--- src/rtl/ili9341_bus_receiver_if.sv ---
// Bus bundle for the ILI9341 receiver: 8080 write-side pins from the host
// plus the AXI-Stream pixel output toward the downstream consumer.
interface ili9341_bus_receiver_if;
   logic [7:0]  data;
   logic        rd;
   logic        wr;
   logic        cs;
   logic        dc;
   logic        rst;
   logic        m_axis_tvalid;
   logic        m_axis_tready;
   logic        m_axis_tlast;
   logic [15:0] m_axis_tdata;

   // Host side: drives the display bus and accepts pixels.
   modport master (
      output data, rd, wr, cs, dc, rst, m_axis_tready,
      input  m_axis_tvalid, m_axis_tlast, m_axis_tdata
   );

   // Receiver side: samples the display bus and produces pixels.
   modport slave (
      input  data, rd, wr, cs, dc, rst, m_axis_tready,
      output m_axis_tvalid, m_axis_tlast, m_axis_tdata
   );
endinterface

--- src/rtl/ili9341_bus_receiver.sv ---
// ILI9341 8080-bus responder: synchronizes the host pins, decodes the
// command stream (CASET/PASET/MADCTL/SWRESET/MEMWR) and streams RGB565
// pixels through a small FIFO onto AXI-Stream with tlast at window end.
module ili9341_bus_receiver #(
   parameter int X_RES       = 320,
   parameter int Y_RES       = 240,
   parameter int SYNC_STAGES = 2,
   parameter int FIFO_DEPTH  = 4
) (
   input  logic                   aclk,
   input  logic                   resetn,
   ili9341_bus_receiver_if.slave  bus,
   output logic [7:0]             madctl,
   output logic                   overflow
);

   localparam int              AW     = $clog2(FIFO_DEPTH);
   localparam logic [15:0]     EC_DEF = 16'(X_RES - 1);
   localparam logic [15:0]     EP_DEF = 16'(Y_RES - 1);
   localparam logic [AW:0]     DEPTH  = (AW + 1)'(FIFO_DEPTH);

   typedef enum logic [2:0] {
      ST_IDLE, ST_CASET, ST_PASET, ST_MADCTL, ST_MEMWR, ST_IGNORE
   } state_t;

   logic [SYNC_STAGES-1:0] wr_sync, cs_sync, rst_sync, dc_sync;
   logic [7:0]             data_sync [SYNC_STAGES];
   logic                   wr_prev;
   logic                   wr_s, cs_s, rst_s, dc_s;
   logic [7:0]             byte_s;

   state_t      state;
   logic [1:0]  param_cnt;
   logic [23:0] param_buf;
   logic [15:0] sc, ec, sp, ep;
   logic [15:0] win_w, win_h, col, row;
   logic        phase;
   logic [7:0]  high_byte;

   logic [16:0] mem [FIFO_DEPTH];
   logic [AW:0] wptr, rptr, count;
   logic        strobe, soft_rst, push_req, last_pix, full, pop;

   // Shift every bus pin through the synchronizer chain; idle bus after reset.
   always_ff @(posedge aclk or negedge resetn) begin
      if (!resetn) begin
         wr_sync  <= '1;
         cs_sync  <= '1;
         rst_sync <= '1;
         dc_sync  <= '0;
         wr_prev  <= 1'b1;
         for (int i = 0; i < SYNC_STAGES; i++) data_sync[i] <= '0;
      end else begin
         wr_sync  <= {wr_sync[SYNC_STAGES-2:0], bus.wr};
         cs_sync  <= {cs_sync[SYNC_STAGES-2:0], bus.cs};
         rst_sync <= {rst_sync[SYNC_STAGES-2:0], bus.rst};
         dc_sync  <= {dc_sync[SYNC_STAGES-2:0], bus.dc};
         wr_prev  <= wr_sync[SYNC_STAGES-1];
         data_sync[0] <= bus.data;
         for (int i = 1; i < SYNC_STAGES; i++) data_sync[i] <= data_sync[i-1];
      end
   end

   // Strobe detection and the per-byte pixel push decision.
   always_comb begin
      wr_s     = wr_sync[SYNC_STAGES-1];
      cs_s     = cs_sync[SYNC_STAGES-1];
      rst_s    = rst_sync[SYNC_STAGES-1];
      dc_s     = dc_sync[SYNC_STAGES-1];
      byte_s   = data_sync[SYNC_STAGES-1];
      strobe   = wr_s && !wr_prev && !cs_s;
      soft_rst = !rst_s;
      push_req = strobe && dc_s && phase && (state == ST_MEMWR) && !soft_rst;
      last_pix = (col == win_w - 16'd1) && (row == win_h - 16'd1);
      count    = wptr - rptr;
      full     = (count == DEPTH);
      pop      = (count != '0) && bus.m_axis_tready;
   end

   // Command decoder: window/madctl registers, parameter collection and pixel counters.
   always_ff @(posedge aclk or negedge resetn) begin
      if (!resetn) begin
         state     <= ST_IDLE;
         param_cnt <= '0;
         param_buf <= '0;
         sc        <= '0;
         ec        <= EC_DEF;
         sp        <= '0;
         ep        <= EP_DEF;
         madctl    <= '0;
         win_w     <= 16'(X_RES);
         win_h     <= 16'(Y_RES);
         col       <= '0;
         row       <= '0;
         phase     <= 1'b0;
         high_byte <= '0;
      end else if (soft_rst) begin
         state     <= ST_IDLE;
         param_cnt <= '0;
         sc        <= '0;
         ec        <= EC_DEF;
         sp        <= '0;
         ep        <= EP_DEF;
         madctl    <= '0;
         phase     <= 1'b0;
      end else if (cs_s) begin
         state     <= ST_IDLE;
         param_cnt <= '0;
         phase     <= 1'b0;
      end else if (strobe) begin
         if (!dc_s) begin
            param_cnt <= '0;
            phase     <= 1'b0;
            case (byte_s)
               8'h2A: state <= ST_CASET;
               8'h2B: state <= ST_PASET;
               8'h36: state <= ST_MADCTL;
               8'h01: begin
                  state  <= ST_IDLE;
                  sc     <= '0;
                  ec     <= EC_DEF;
                  sp     <= '0;
                  ep     <= EP_DEF;
                  madctl <= '0;
               end
               8'h2C: begin
                  state <= ST_MEMWR;
                  col   <= '0;
                  row   <= '0;
                  win_w <= (ec >= sc) ? (ec - sc + 16'd1) : 16'd1;
                  win_h <= (ep >= sp) ? (ep - sp + 16'd1) : 16'd1;
               end
               default: state <= ST_IGNORE;
            endcase
         end else begin
            case (state)
               ST_CASET, ST_PASET: begin
                  if (param_cnt == 2'd3) begin
                     if (state == ST_CASET) begin
                        sc <= param_buf[23:8];
                        ec <= {param_buf[7:0], byte_s};
                     end else begin
                        sp <= param_buf[23:8];
                        ep <= {param_buf[7:0], byte_s};
                     end
                     param_cnt <= '0;
                     state     <= ST_IDLE;
                  end else begin
                     param_buf <= {param_buf[15:0], byte_s};
                     param_cnt <= param_cnt + 2'd1;
                  end
               end
               ST_MADCTL: begin
                  madctl <= byte_s;
                  state  <= ST_IDLE;
               end
               ST_MEMWR: begin
                  if (!phase) begin
                     high_byte <= byte_s;
                     phase     <= 1'b1;
                  end else begin
                     phase <= 1'b0;
                     if (col == win_w - 16'd1) begin
                        col <= '0;
                        row <= (row == win_h - 16'd1) ? 16'd0 : row + 16'd1;
                     end else begin
                        col <= col + 16'd1;
                     end
                  end
               end
               default: ;
            endcase
         end
      end
   end

   // Pixel FIFO with sticky overflow; fullness uses the count before any pop.
   always_ff @(posedge aclk or negedge resetn) begin
      if (!resetn) begin
         wptr     <= '0;
         rptr     <= '0;
         overflow <= 1'b0;
         for (int i = 0; i < FIFO_DEPTH; i++) mem[i] <= '0;
      end else if (soft_rst) begin
         wptr <= '0;
         rptr <= '0;
      end else begin
         if (push_req) begin
            if (full) begin
               overflow <= 1'b1;
            end else begin
               mem[wptr[AW-1:0]] <= {last_pix, high_byte, byte_s};
               wptr <= wptr + 1'b1;
            end
         end
         if (pop) rptr <= rptr + 1'b1;
      end
   end

   assign bus.m_axis_tvalid = (count != '0);
   assign bus.m_axis_tdata  = mem[rptr[AW-1:0]][15:0];
   assign bus.m_axis_tlast  = mem[rptr[AW-1:0]][16];

endmodule

--- src/flat_wrapper.sv ---
// flat-port wrapper written by rule: the top's interface ports become plain ports
module ili9341_bus_receiver_flat 
#(
   parameter int X_RES       = 320,
   parameter int Y_RES       = 240,
   parameter int SYNC_STAGES = 2,
   parameter int FIFO_DEPTH  = 4
)
  (aclk, resetn, madctl, overflow, bus_data, bus_rd, bus_wr, bus_cs, bus_dc, bus_rst, bus_m_axis_tready, bus_m_axis_tvalid, bus_m_axis_tlast, bus_m_axis_tdata);
  ili9341_bus_receiver_if bus_i ();
  input  logic aclk;
  input  logic resetn;
  output logic [7:0] madctl;
  output logic overflow;
  input wire logic [$bits(bus_i.data)-1:0] bus_data;
  input wire logic [$bits(bus_i.rd)-1:0] bus_rd;
  input wire logic [$bits(bus_i.wr)-1:0] bus_wr;
  input wire logic [$bits(bus_i.cs)-1:0] bus_cs;
  input wire logic [$bits(bus_i.dc)-1:0] bus_dc;
  input wire logic [$bits(bus_i.rst)-1:0] bus_rst;
  input wire logic [$bits(bus_i.m_axis_tready)-1:0] bus_m_axis_tready;
  output wire logic [$bits(bus_i.m_axis_tvalid)-1:0] bus_m_axis_tvalid;
  output wire logic [$bits(bus_i.m_axis_tlast)-1:0] bus_m_axis_tlast;
  output wire logic [$bits(bus_i.m_axis_tdata)-1:0] bus_m_axis_tdata;
  assign bus_i.data = bus_data;
  assign bus_i.rd = bus_rd;
  assign bus_i.wr = bus_wr;
  assign bus_i.cs = bus_cs;
  assign bus_i.dc = bus_dc;
  assign bus_i.rst = bus_rst;
  assign bus_i.m_axis_tready = bus_m_axis_tready;
  assign bus_m_axis_tvalid = bus_i.m_axis_tvalid;
  assign bus_m_axis_tlast = bus_i.m_axis_tlast;
  assign bus_m_axis_tdata = bus_i.m_axis_tdata;
  ili9341_bus_receiver #(.X_RES(X_RES), .Y_RES(Y_RES), .SYNC_STAGES(SYNC_STAGES), .FIFO_DEPTH(FIFO_DEPTH)) u_core (.aclk(aclk), .resetn(resetn), .bus(bus_i), .madctl(madctl), .overflow(overflow));
endmodule
--- config.mk ---
export PLATFORM = sky130hd
export DESIGN_NAME = ili9341_bus_receiver_flat
export DESIGN_NICKNAME = d
export VERILOG_FILES = /design/src/rtl/ili9341_bus_receiver_if.sv /design/src/rtl/ili9341_bus_receiver.sv /design/src/flat_wrapper.sv
export SDC_FILE = /design/constraint.sdc
export NUM_CORES = 1
export LEC_CHECK = 0
export BUFFER_PORTS_ARGS = -buffer_cell sky130_fd_sc_hd__buf_2
export CAP_MARGIN = 40
export CORE_UTILIZATION = 30
export CTS_BUF_LIST = sky130_fd_sc_hd__clkbuf_4
export CTS_CLUSTER_SIZE = 25
export DETAILED_ROUTE_END_ITERATION = 8
export SLEW_MARGIN = 25
export SYNTH_ARGS = -nofsm -noshare
export SYNTH_HDL_FRONTEND = slang
export SYNTH_SLANG_ARGS = --single-unit
--- constraint.sdc ---
create_clock -name aclk -period 4.3 [get_ports aclk]
set_input_delay 0.645 -clock aclk [delete_from_list [all_inputs] [get_ports aclk]]
set_output_delay 0.645 -clock aclk [all_outputs]
set_load 0.01 [all_outputs]
==> key figures, run 1 <==
Clocking
  • Hold buffers post-CTS: 0
  • Post-CTS setup buffers: 0
  • Total CTS buffers: 74
  • CTS tree: done
  • Clk Latency, worst-skew pair: 690 ps
  • Clk buf depth: 3
  • CTS clk-pin slew, worst paths: 60 ps
  • Post-cts resize count: 0
  • CTS HTree Levels: 3
  • Clk root buf: clkbuf_4
  • TritonCTS Sinks: 274

Worst setup path
  • Critical path type: flip-flop to flip-flop
  • Crit start category: flip-flop
  • Crit-path max FO: 14
  • Flop2flop setup slack: 680 ps
  • Crit path arrival time: 4230 ps
  • Crit path capture type: flip-flop
  • Critical Path RT: 4920 ps

Floorplanning
  • Initial Util: 30.7%
  • Core area: 48000 µm²
  • IO Pins: 43
  • Floorplan row count: 80
  • Die Y: 224 µm
  • Die area: 50000 µm²
  • Die width: 224 µm

STA
  • Max-slew violations: 0
  • Final period util: 84.1%
  • Setup Viol. Count Final: 0
  • Final worst path period need: 3620 ps
  • Fmax: 0.277 GHz
  • Fin Hold WS: 33.0 ps
  • RSZ-0062 raised after global routing: no
  • Hold Fails Final Rpt: 0
  • Setup tns final: 0 ps
  • Worst slew margin relative to its limit: 38.3%
  • Worst Clk Skew: 38.9 ps
  • Worst slew pin tran: 925 ps
  • Fin worst setup slack: 684 ps

GRT
  • First-pass GRT wire length: 55900 µm
  • Largest net degree at the start of global routing: 122
  • Vias in the first global route: 10965
  • All-Layer GR Usage: 13.7%
  • Overflow after GRT: 0
  • Initial antenna violation count: 1

Placed design
  • Routability Congestion: 0.809
  • IO buf count: 41
  • Dpl ws: 738 ps
  • DP HPWL: 23800 µm

Logic synthesis
  • Top cell type by total area after synthesis: dfrtp_1
  • Most used DFF post-synth: dfrtp_1
  • Synth Net Count: 1525
  • Ranking of synthesized cells by area: dfrtp_1 (42%), mux2_2 (7.6%), ha_1 (6.5%)
  • Seq/Total Area, Yosys: 46.8%
  • Synthesized flop and latch total: 274
  • Most common cell in the netlist: dfrtp_1
  • Post-synth EDFFs: 0
  • Post-synthesis cell count: 1417
  • Netlist Area Pre-Place: 14700 µm²
  • Cell variety after synth: 75
  • Post-synth top cells: dfrtp_1 (247), nand2_1 (194), o21ai_0 (128)
  • Post-synth top area share: 41.9%
  • Warnings, synthesis: 0
  • Ys async rst share: 100%
  • Syn Area/Cell: 10.4 µm²

Detailed routing
  • DRC Markers: 0
  • DR WL/cell: 15.3 µm
  • DR iter-0 viols: 630
  • Via count: 10648
  • Vias/cell: 4.90
  • Total wire length: 33300 µm
  • Pre-antenna DRT Iters: 5
  • Final ANT Viol Nets: 0

Power
  • P_leak: 7.71 nW
  • Comb pwr share: 10.1%
  • Clock network fraction of total power: 42.4%
  • Switching share of power: 25.9%
  • VDD IR-drop max: 0.241 mV
  • Cell-internal power: 4.20 mW
  • Power share of the sequential group: 47.5%
  • Sw power: 1.47 mW
  • Pwr Density: 338 nW/µm²

Layout
  • Final #Nets: 1608
  • Area grow syn2layout: 13.9%
  • Share of cells above drive strength 1: 22.4%

Run status
  • Status: finished, final reports clean

Hold path
  • Hold Path Class: input port to async pin

Job
  • MaxCap Viol Count: 0
==> power by group through the flow <==
stage          Sequential [mW]  Combinational (mW)  Clock (mW)
2_1_floorplan             2.71               0.397           0
3_3_place_gp              2.73               0.555           0
3_5_place_dp              2.74               0.575           0
4_1_cts                   2.69               0.578        2.50
5_1_grt                   2.70               0.653        2.64
6_report                  2.69               0.573        2.40
==> cell type report <==
type                       count  area [µm²]
antenna                        1        2.50
clock buffer                 114         856
clock inverter                18         126
fill                        4873       31300
inverter                      96         360
multi-input combinational    984        7250
sequential                   274        6890
tap                          615         769
timing repair buffer          70         528
==> worst max-delay path, stage by stage, from the launching register on <==
cell and delay [ps]:
dfrtp_1 450, nor4_1 590, nand2_1 260, nor4_1 320
mux2i_1 250, o2111ai_1 180, nor4bb_4 540, buf_4 300
and4_1 460, a22o_1 190
==> flip-flops by register name (all words and copies together) (netlist names), 3 cells and up <==
name              flops
u_core.byte_s         8
u_core.col           16
u_core.data_sync      8
u_core.ec            16
u_core.ep            16
u_core.high_byte      8
u_core.madctl         8
u_core.mem           68
u_core.param_buf     24
u_core.row           16
u_core.rptr           3
u_core.sc            16
u_core.sp            16
u_core.state          3
u_core.win_h         16
u_core.win_w         16
u_core.wptr           3
==> per-layer routing <==
metal / GRT usage [%] / share of wire, % / up-vias / wire (µm)
met5: 0 / 0 / - / 0
met4: 4.37 / 1.4 / 0 / 481
met3: 2.54 / 3.6 / 42 / 1200
met2: 22.9 / 48 / 168 / 16100
met1: 18.0 / 47 / 5276 / 15500
li1: - / - / 5162 / -
==> per-stage QoR <==
| stage | cell area, µm² | power, mW | cells | utilization (%) |
|---|---|---|---|---|
| after floorplan | 14700 | 3.11 | 1417 | - |
| after global placement | 15600 | 3.29 | 2027 | 32.5 |
| after detailed placement | 15800 | 3.31 | 2034 | 32.8 |
| after CTS | 16700 | 5.77 | 2166 | 34.8 |
| after global routing | 16800 | 5.99 | 2172 | 34.9 |
| final | 16800 | 5.67 | 2172 | 34.9 |
==> logic make-up (layout without fill, tap and decap cells) <==
group | count (synthesis) | count (layout) | synth area share, %
AOI/OAI and AO/OA | 261 | 261 | 11.1
buffers and inverters | 159 | 298 | 4.22
and+or+nand+nor | 432 | 432 | 14.2
muxes | 122 | 122 | 10.6
DFF | 274 | 274 | 46.8
other | 0 | 1 | 0
xor gates and xnor gates | 77 | 77 | 4.58
adders and majority gates | 92 | 92 | 8.63
==> worst paths after layout <==
kind,start,endpoint,cells after the start
hold reg to reg,u_core.wr_sync[0],u_core.wr_sync[1],0
setup / recovery,u_core.win_w[0],u_core.row[7],9
min in group aclk,bus_data[3],u_core.data_sync[11],1
hold / removal,resetn,u_core.mem[64],1
max in group asynchronous,resetn,u_core.win_w[8],2
setup reg to reg,u_core.win_w[0],u_core.row[7],9
==> placed cells by master (no fill, tap or decap), drive strengths merged, types with 17 or more instances in the layout <==
| master | synthesis | final |
|---|---|---|
| dfstp | 27 | 27 |
| nor3 | 24 | 24 |
| inv | 96 | 98 |
| ha | 76 | 76 |
| xor2 | 30 | 30 |
| clkbuf | 55 | 114 |
| xnor2 | 47 | 47 |
| dfrtp | 247 | 247 |
| nand2b | 17 | 17 |
| nand2 | 195 | 195 |
| nor2 | 69 | 69 |
| mux2 | 100 | 100 |
| nand3 | 18 | 18 |
| buf | 8 | 65 |
| nor2b | 19 | 19 |
| a21oi | 29 | 29 |
| mux4 | 17 | 17 |
| o21ai | 133 | 133 |
(Power assumes the default switching activity.)
==> run 2: changes to the inputs <==
Clock period 4.3 ns to 3.3 ns, I/O delays scaled along.
==> run 2 against run 1 <==
- wire length is essentially flat
- flip-flop and latch count is the same
- core utilization grew 0.41 points
- setup slack lost 560 ps
- critical path type unchanged
==> key figures, run 2 (same netlist as run 1, synthesis figures left out) <==
Run status
  • Status: finished, final reports clean

Detailed routing
  • DR WL/cell: 15.1 µm (-1.4%)
  • Vias/cell: 4.85 (-0.98%)
  • DR iter-0 viols: 530 (-16%)
  • Via count: 10694 (+0.43%)
  • Pre-antenna DRT Iters: 5 (unchanged)
  • Total wire length: 33300 µm (about the same)
  • Final ANT Viol Nets: 0 (unchanged)
  • DRC Markers: 0 (unchanged)

Clocking
  • CTS tree: done
  • Post-CTS setup buffers: 0 (unchanged)
  • Total CTS buffers: 75 (+1.4%)
  • TritonCTS Sinks: 274 (unchanged)
  • CTS HTree Levels: 3 (unchanged)
  • Clk root buf: clkbuf_4
  • CTS clk-pin slew, worst paths: 70 ps (about the same)
  • Clk buf depth: 3 (unchanged)
  • Clk Latency, worst-skew pair: 720 ps (+30 ps)

Layout
  • Max reg flops: 68 (unchanged)
  • Most flops, register: u_core.mem
  • Most frequent cells in the layout: dfrtp_1 (247), nand2_1 (192), o21ai_0 (127)
  • Final #Nets: 1636 (+1.7%)
  • Final non-filler cell total: 2203 (+1.4%)
  • Top Registers: u_core.mem x68, u_core.param_buf x24
  • Register area: 6890 µm² (unchanged)
  • Final core utilization: 35.3% (+0.41 points)
  • Commonest non-fill, non-tap cell in the layout: dfrtp_1
  • Share of cells above drive strength 1: 23.6% (+1.2 points)
  • Area grow syn2layout: 15.3%
  • Fill count: 4845 (-0.57%)
  • Multi-input gate area: 7270 µm² (+0.28%)

STA
  • Worst slew pin tran: 723 ps (-202 ps)
  • RSZ-0062 raised after global routing: no
  • Worst Clk Skew: 40.8 ps (+1.90 ps)
  • Fin Hold WS: 97.9 ps (+65.0 ps)
  • Max-slew violations: 0 (unchanged)
  • Setup Viol. Count Final: 0 (unchanged)
  • Worst slew margin relative to its limit: 51.8% (+13 points)
  • Fmax: 0.315 GHz (+14%)
  • Hold Fails Final Rpt: 0 (unchanged)
  • Setup tns final: 0 ps (unchanged)
  • Final worst path period need: 3170 ps (-442 ps)
  • Final period util: 96.2% (+12 points)

Worst setup path
  • CP peak stage delay: 470 ps (-120 ps)
  • Critical Path RT: 3870 ps (-1050 ps)
  • Crit path arrival time: 3750 ps (-480 ps)
  • Critical path type: flip-flop to flip-flop
  • Critical path, cell by cell: inv_1 -> ha_1 -> or3b_2 -> or4_1 -> a2111o_1 -> a22oi_2 -> nand4_4 -> and4_2 -> a22o_1
  • Crit start category: flip-flop
  • FF-to-FF path depth: 9 (unchanged)
  • CP startpoint: u_core.win_h[0]
  • R2r startpoint: u_core.win_h[0]
  • Slowest-stage cell, CP: or3b_2
  • Crit-path max FO: 10 (-4)
  • Flop2flop setup slack: 130 ps (-560 ps)
  • Reg2reg end: u_core.row[13]
  • Crit path capture type: flip-flop

GRT
  • Largest net degree at the start of global routing: 95 (-22%)
  • Initial antenna violation count: 2 (+1)
  • Vias in the first global route: 10949 (-0.15%)
  • All-Layer GR Usage: 13.7% (-0.046 points)
  • First-pass GRT wire length: 55700 µm (-0.45%)
  • Overflow after GRT: 0 (unchanged)

Hold path
  • Hold depth: 3
  • Hold_sp: bus_m_axis_tready
  • Hold Path Class: input port to flip-flop
  • Hold Path End: u_core.rptr[1]

Placed design
  • DP HPWL: 23500 µm (-1.1%)
  • Routability Congestion: 0.810 (+0.16%)
  • Placed cells: 2053 (+0.93%)
  • IO buf count: 41 (unchanged)

Power
  • VDD IR-drop max: 0.243 mV (+1.1%)
  • P_leak: 7.82 nW (+1.4%)
  • Tot Pwr: 7.38 mW (+30%)
  • Pwr Density: 435 nW/µm² (+29%)

Floorplanning
  • Die width: 224 µm (unchanged)
  • Die Y: 224 µm (unchanged)
  • Floorplan row count: 80 (unchanged)
  • Die area: 50000 µm² (unchanged)
  • Core area: 48000 µm² (unchanged)
  • Initial Util: 30.7% (unchanged)
  • IO Pins: 43 (unchanged)

Job
  • MaxCap Viol Count: 0 (unchanged)
[run 2: repair_timing]
| action | CTS | global route |
|---|---|---|
| hold endpoints to repair | 92 | 0 |
| hold buffers | 13 | 0 |
| gates resized for setup | 0 | 5 |
| setup endpoints to repair | 0 | 13 |
[run 2: worst max path at each step]
| stage | end | slack [ps] | depth (start not counted) |
|---|---|---|---|
| after floorplan | u_core.win_w[15] | 170 | 13 |
| after global placement | u_core.win_w[14] | 80 | 11 |
| after detailed placement | u_core.row[2] | 110 | 10 |
| after CTS | u_core.row[10] | 90 | 10 |
| after global routing | u_core.row[10] | 4 | 10 |
| final | u_core.row[13] | 130 | 9 |
[run 2: critical path: cells and delay by family (launching register included)]
kind | cells | cell delay [ps]
flops | 1 | 410
fa+ha+maj | 1 | 240
compound gates | 3 | 820
buf+inv | 1 | 90
simple gates | 4 | 1470
[run 2: where the power goes]
| group | switching, mW | total [mW] | internal [mW] |
|---|---|---|---|
| Sequential | 0.0569 | 3.50 | 3.44 |
| Clock | 1.42 | 3.11 | 1.69 |
| Combinational | 0.448 | 0.773 | 0.324 |
| Total | 1.93 | 7.38 | 5.45 |
[run 2: per-layer routing]
metal	part of all wire, %	global-route usage, %	vias to the layer above
li1	-	-	5218
met1	46	17.8	5231
met2	48	22.8	186
met3	3.7	2.44	59
met4	2.1	5.10	0
met5	0	0	-
[run 2: area by class of cell]
type                            instances  area share [%]
Antenna cell                            3          0.0442
Clock buffer                          117            5.17
Clock inverter                         17           0.612
Inverter                               96            2.12
Multi-Input combinational cell        984            42.8
Sequential cell                       274            40.6
Tap cell                              615            4.53
Timing Repair Buffer                   97            4.13
[run 2: metrics by stage]
stage                     worst slack (ps)  cell area (µm²)
after floorplan                        170            14700
after global placement                78.2            15800
after detailed placement               114            15800
after CTS                             89.4            17000
after global routing                  4.22            17000
final                                  126            17000
==> run 3: changes to the inputs <==
Settings changed: PLACE_DENSITY set to 0.47.
==> run 3 against run 2 <==
- register-to-register slack is essentially flat
- core utilization up 0.57 points
- total power grew 5.0%
- critical path depth up 4
- flip-flop and latch count is the same
- non-clock buffer count grew 10
- clock skew increased by 28 ps
- sequential power about the same
- combinational power grew 3.4%
- cell count is 1.2% higher
- setup slack got worse by 3.7 ps
- critical endpoint is now u_core.win_h[15]
- highest routed layer unchanged
==> key figures, run 3 (same netlist as run 1, synthesis figures left out) <==
STA
  • Hold Fails Final Rpt: 0 (unchanged)
  • RSZ-0062 raised after global routing: yes
  • Worst Clk Skew: 69.1 ps (+28.3 ps)
  • Fmax: 0.315 GHz (-0.12%)
  • Max-slew violations: 0 (unchanged)
  • Setup Viol. Count Final: 0 (unchanged)
  • Final worst path period need: 3180 ps (+3.65 ps)
  • Worst slew margin relative to its limit: 53.5% (+1.7 points)
  • Final period util: 96.3% (+0.11 points)
  • Worst slew pin tran: 697 ps (-25.8 ps)

GRT
  • All-Layer GR Usage: 14.9% (+1.2 points)
  • Largest net degree at the start of global routing: 85 (-11%)
  • Initial antenna violation count: 2 (unchanged)
  • Vias in the first global route: 10879 (-0.64%)
  • First-pass GRT wire length: 58800 µm (+5.6%)
  • Overflow after GRT: 0 (unchanged)

Worst setup path
  • Reg2reg end: u_core.win_h[15]
  • Crit path arrival time: 3840 ps (+90 ps)
  • Crit path capture type: flip-flop
  • R2r startpoint: u_core.ep[1]
  • Flop2flop setup slack: 120 ps (about the same)
  • Crit-path max FO: 3 (-7)
  • Crit start category: flip-flop
  • Critical Path RT: 3960 ps (+90 ps)
  • Critical path type: flip-flop to flip-flop
  • CP startpoint: u_core.ep[1]
  • FF-to-FF path depth: 13 (+4)

Power
  • Pwr Density: 449 nW/µm² (+3.3%)
  • Cell-internal power: 5.68 mW (+4.0%)
  • Clock network fraction of total power: 44.5% (+2.4 points)
  • Comb pwr share: 10.3% (-0.2 points)
  • Switching share of power: 26.8% (+0.65 points)
  • VDD IR-drop max: 0.268 mV (+10%)
  • Power share of the sequential group: 45.1% (-2.3 points)
  • P_leak: 7.96 nW (+1.8%)
  • Sw power: 2.07 mW (+7.6%)

Clocking
  • Clk Latency, worst-skew pair: 840 ps (+120 ps)
  • Clk buf depth: 3 (unchanged)
  • Total CTS buffers: 81 (+8.0%)
  • CTS HTree Levels: 3 (unchanged)
  • CTS clk-pin slew, worst paths: 60 ps (about the same)
  • Clk root buf: clkbuf_4
  • CTS tree: done
  • TritonCTS Sinks: 274 (unchanged)

Hold path
  • Hold Path Class: input port to async pin

Detailed routing
  • Final ANT Viol Nets: 0 (unchanged)
  • Via count: 10638 (-0.52%)
  • DR WL/cell: 15.9 µm (+5.3%)
  • DRC Markers: 0 (unchanged)
  • Pre-antenna DRT Iters: 4 (-1)
  • DR iter-0 viols: 480 (-9.4%)
  • Total wire length: 35500 µm (+6.6%)
  • Vias/cell: 4.77 (-1.7%)

Placed design
  • IO buf count: 41 (unchanged)
  • Post-DP Area: 15900 µm² (+0.62%)
  • Routability Congestion: 0.752 (-7.2%)
  • DP HPWL: 24700 µm (+5.3%)

Floorplanning
  • Initial Util: 30.7% (unchanged)
  • Floorplan row count: 80 (unchanged)
  • Die width: 224 µm (unchanged)
  • Die area: 50000 µm² (unchanged)
  • Core area: 48000 µm² (unchanged)
  • Die Y: 224 µm (unchanged)
  • IO Pins: 43 (unchanged)

Layout
  • Area grow syn2layout: 17.1%
  • Commonest non-fill, non-tap cell in the layout: dfrtp_1
  • Most frequent cells in the layout: dfrtp_1 (247), nand2_1 (192), clkbuf_4 (131)
  • Most flops, register: u_core.mem
  • Top Registers: u_core.mem x68, u_core.param_buf x24
  • Post-route design area: 17300 µm² (+1.6%)
  • Final #Nets: 1652 (+0.98%)
  • Share of cells above drive strength 1: 24.9% (+1.3 points)
  • Final core utilization: 35.9% (+0.57 points)
  • Max reg flops: 68 (unchanged)

Job
  • MaxCap Viol Count: 0 (unchanged)

Run status
  • Status: finished, final reports clean
run 3: cell count changes in the layout (fill, tap and decap cells not counted), moves of 2 or more:
| cell | change |
|---|---|
| clkinv_1 | +2 |
| inv_2 | -3 |
| nor4_1 | -2 |
| clkbuf_4 | +14 |
| buf_12 | +3 |
| nor4_2 | +2 |
| inv_6 | +4 |
| a31oi_2 | +2 |
| a31oi_1 | -2 |
| buf_4 | +6 |
run 3: how the worst max path moves through the flow:
stage	slack, ps	to	cells past startpoint
floorplan	170	u_core.win_w[15]	13
global placement	100	u_core.win_w[14]	11
detailed placement	110	u_core.win_w[15]	14
CTS	90	u_core.win_h[15]	13
global route	-80	u_core.win_h[15]	13
finish	120	u_core.win_h[15]	13
run 3: through the flow:
step	power [mW]	hold WS (ps)	cells	setup TNS (ps)	setup slack, ps
after CTS	7.90	211	2225	0	86.8
after global routing	8.21	241	2228	-82.2	-82.2
after global placement	4.34	335	2060	0	97.1
final	7.75	256	2229	0	122
after floorplan	4.05	199	1417	0	170
after detailed placement	4.35	335	2061	0	110
run 3: layer usage:
layer | track usage [%] | wire (µm) | vias to the layer above
li1 | - | - | 5278
met1 | 20.3 | 17400 | 5174
met2 | 23.2 | 16300 | 135
met3 | 3.07 | 1200 | 51
met4 | 5.44 | 650 | 0
met5 | 0 | 0 | -
run 3: what timing repair did:
item | CTS | global route
setup buffers | 0 | 1
resized for setup | 0 | 8
setup endpoints to repair | 0 | 17
hold endpoints to repair | 82 | 0
hold buffers | 14 | 0
run 3: final cells by class:
type	count	area (µm²)
clock inverter	19	130
antenna	3	7.51
clock buffer	131	983
timing repair buffer	107	816
tap	615	769
sequential	274	6890
inverter	96	360
fill	4899	30800
multi-input combinational	984	7300
run 3: power groups by stage:
stage / clock network, mW / logic [mW] / registers (mW)
CTS: 3.60 / 0.803 / 3.50
global placement: 0 / 0.783 / 3.56
global route: 3.79 / 0.919 / 3.51
finish: 3.45 / 0.799 / 3.50
floorplan: 0 / 0.517 / 3.54
detailed placement: 0 / 0.788 / 3.56
run 3: worst max-delay path, stage by stage (launching register included):
cell and delay [ps]:
dfstp_2 540, inv_1 40, ha_1 290, inv_1 50
ha_1 210, fa_1 400, nor2b_1 170, o211ai_1 250
a31oi_2 200, a31oi_2 250, a221oi_1 110, a21oi_1 190
xnor2_1 180, o21ai_0 120
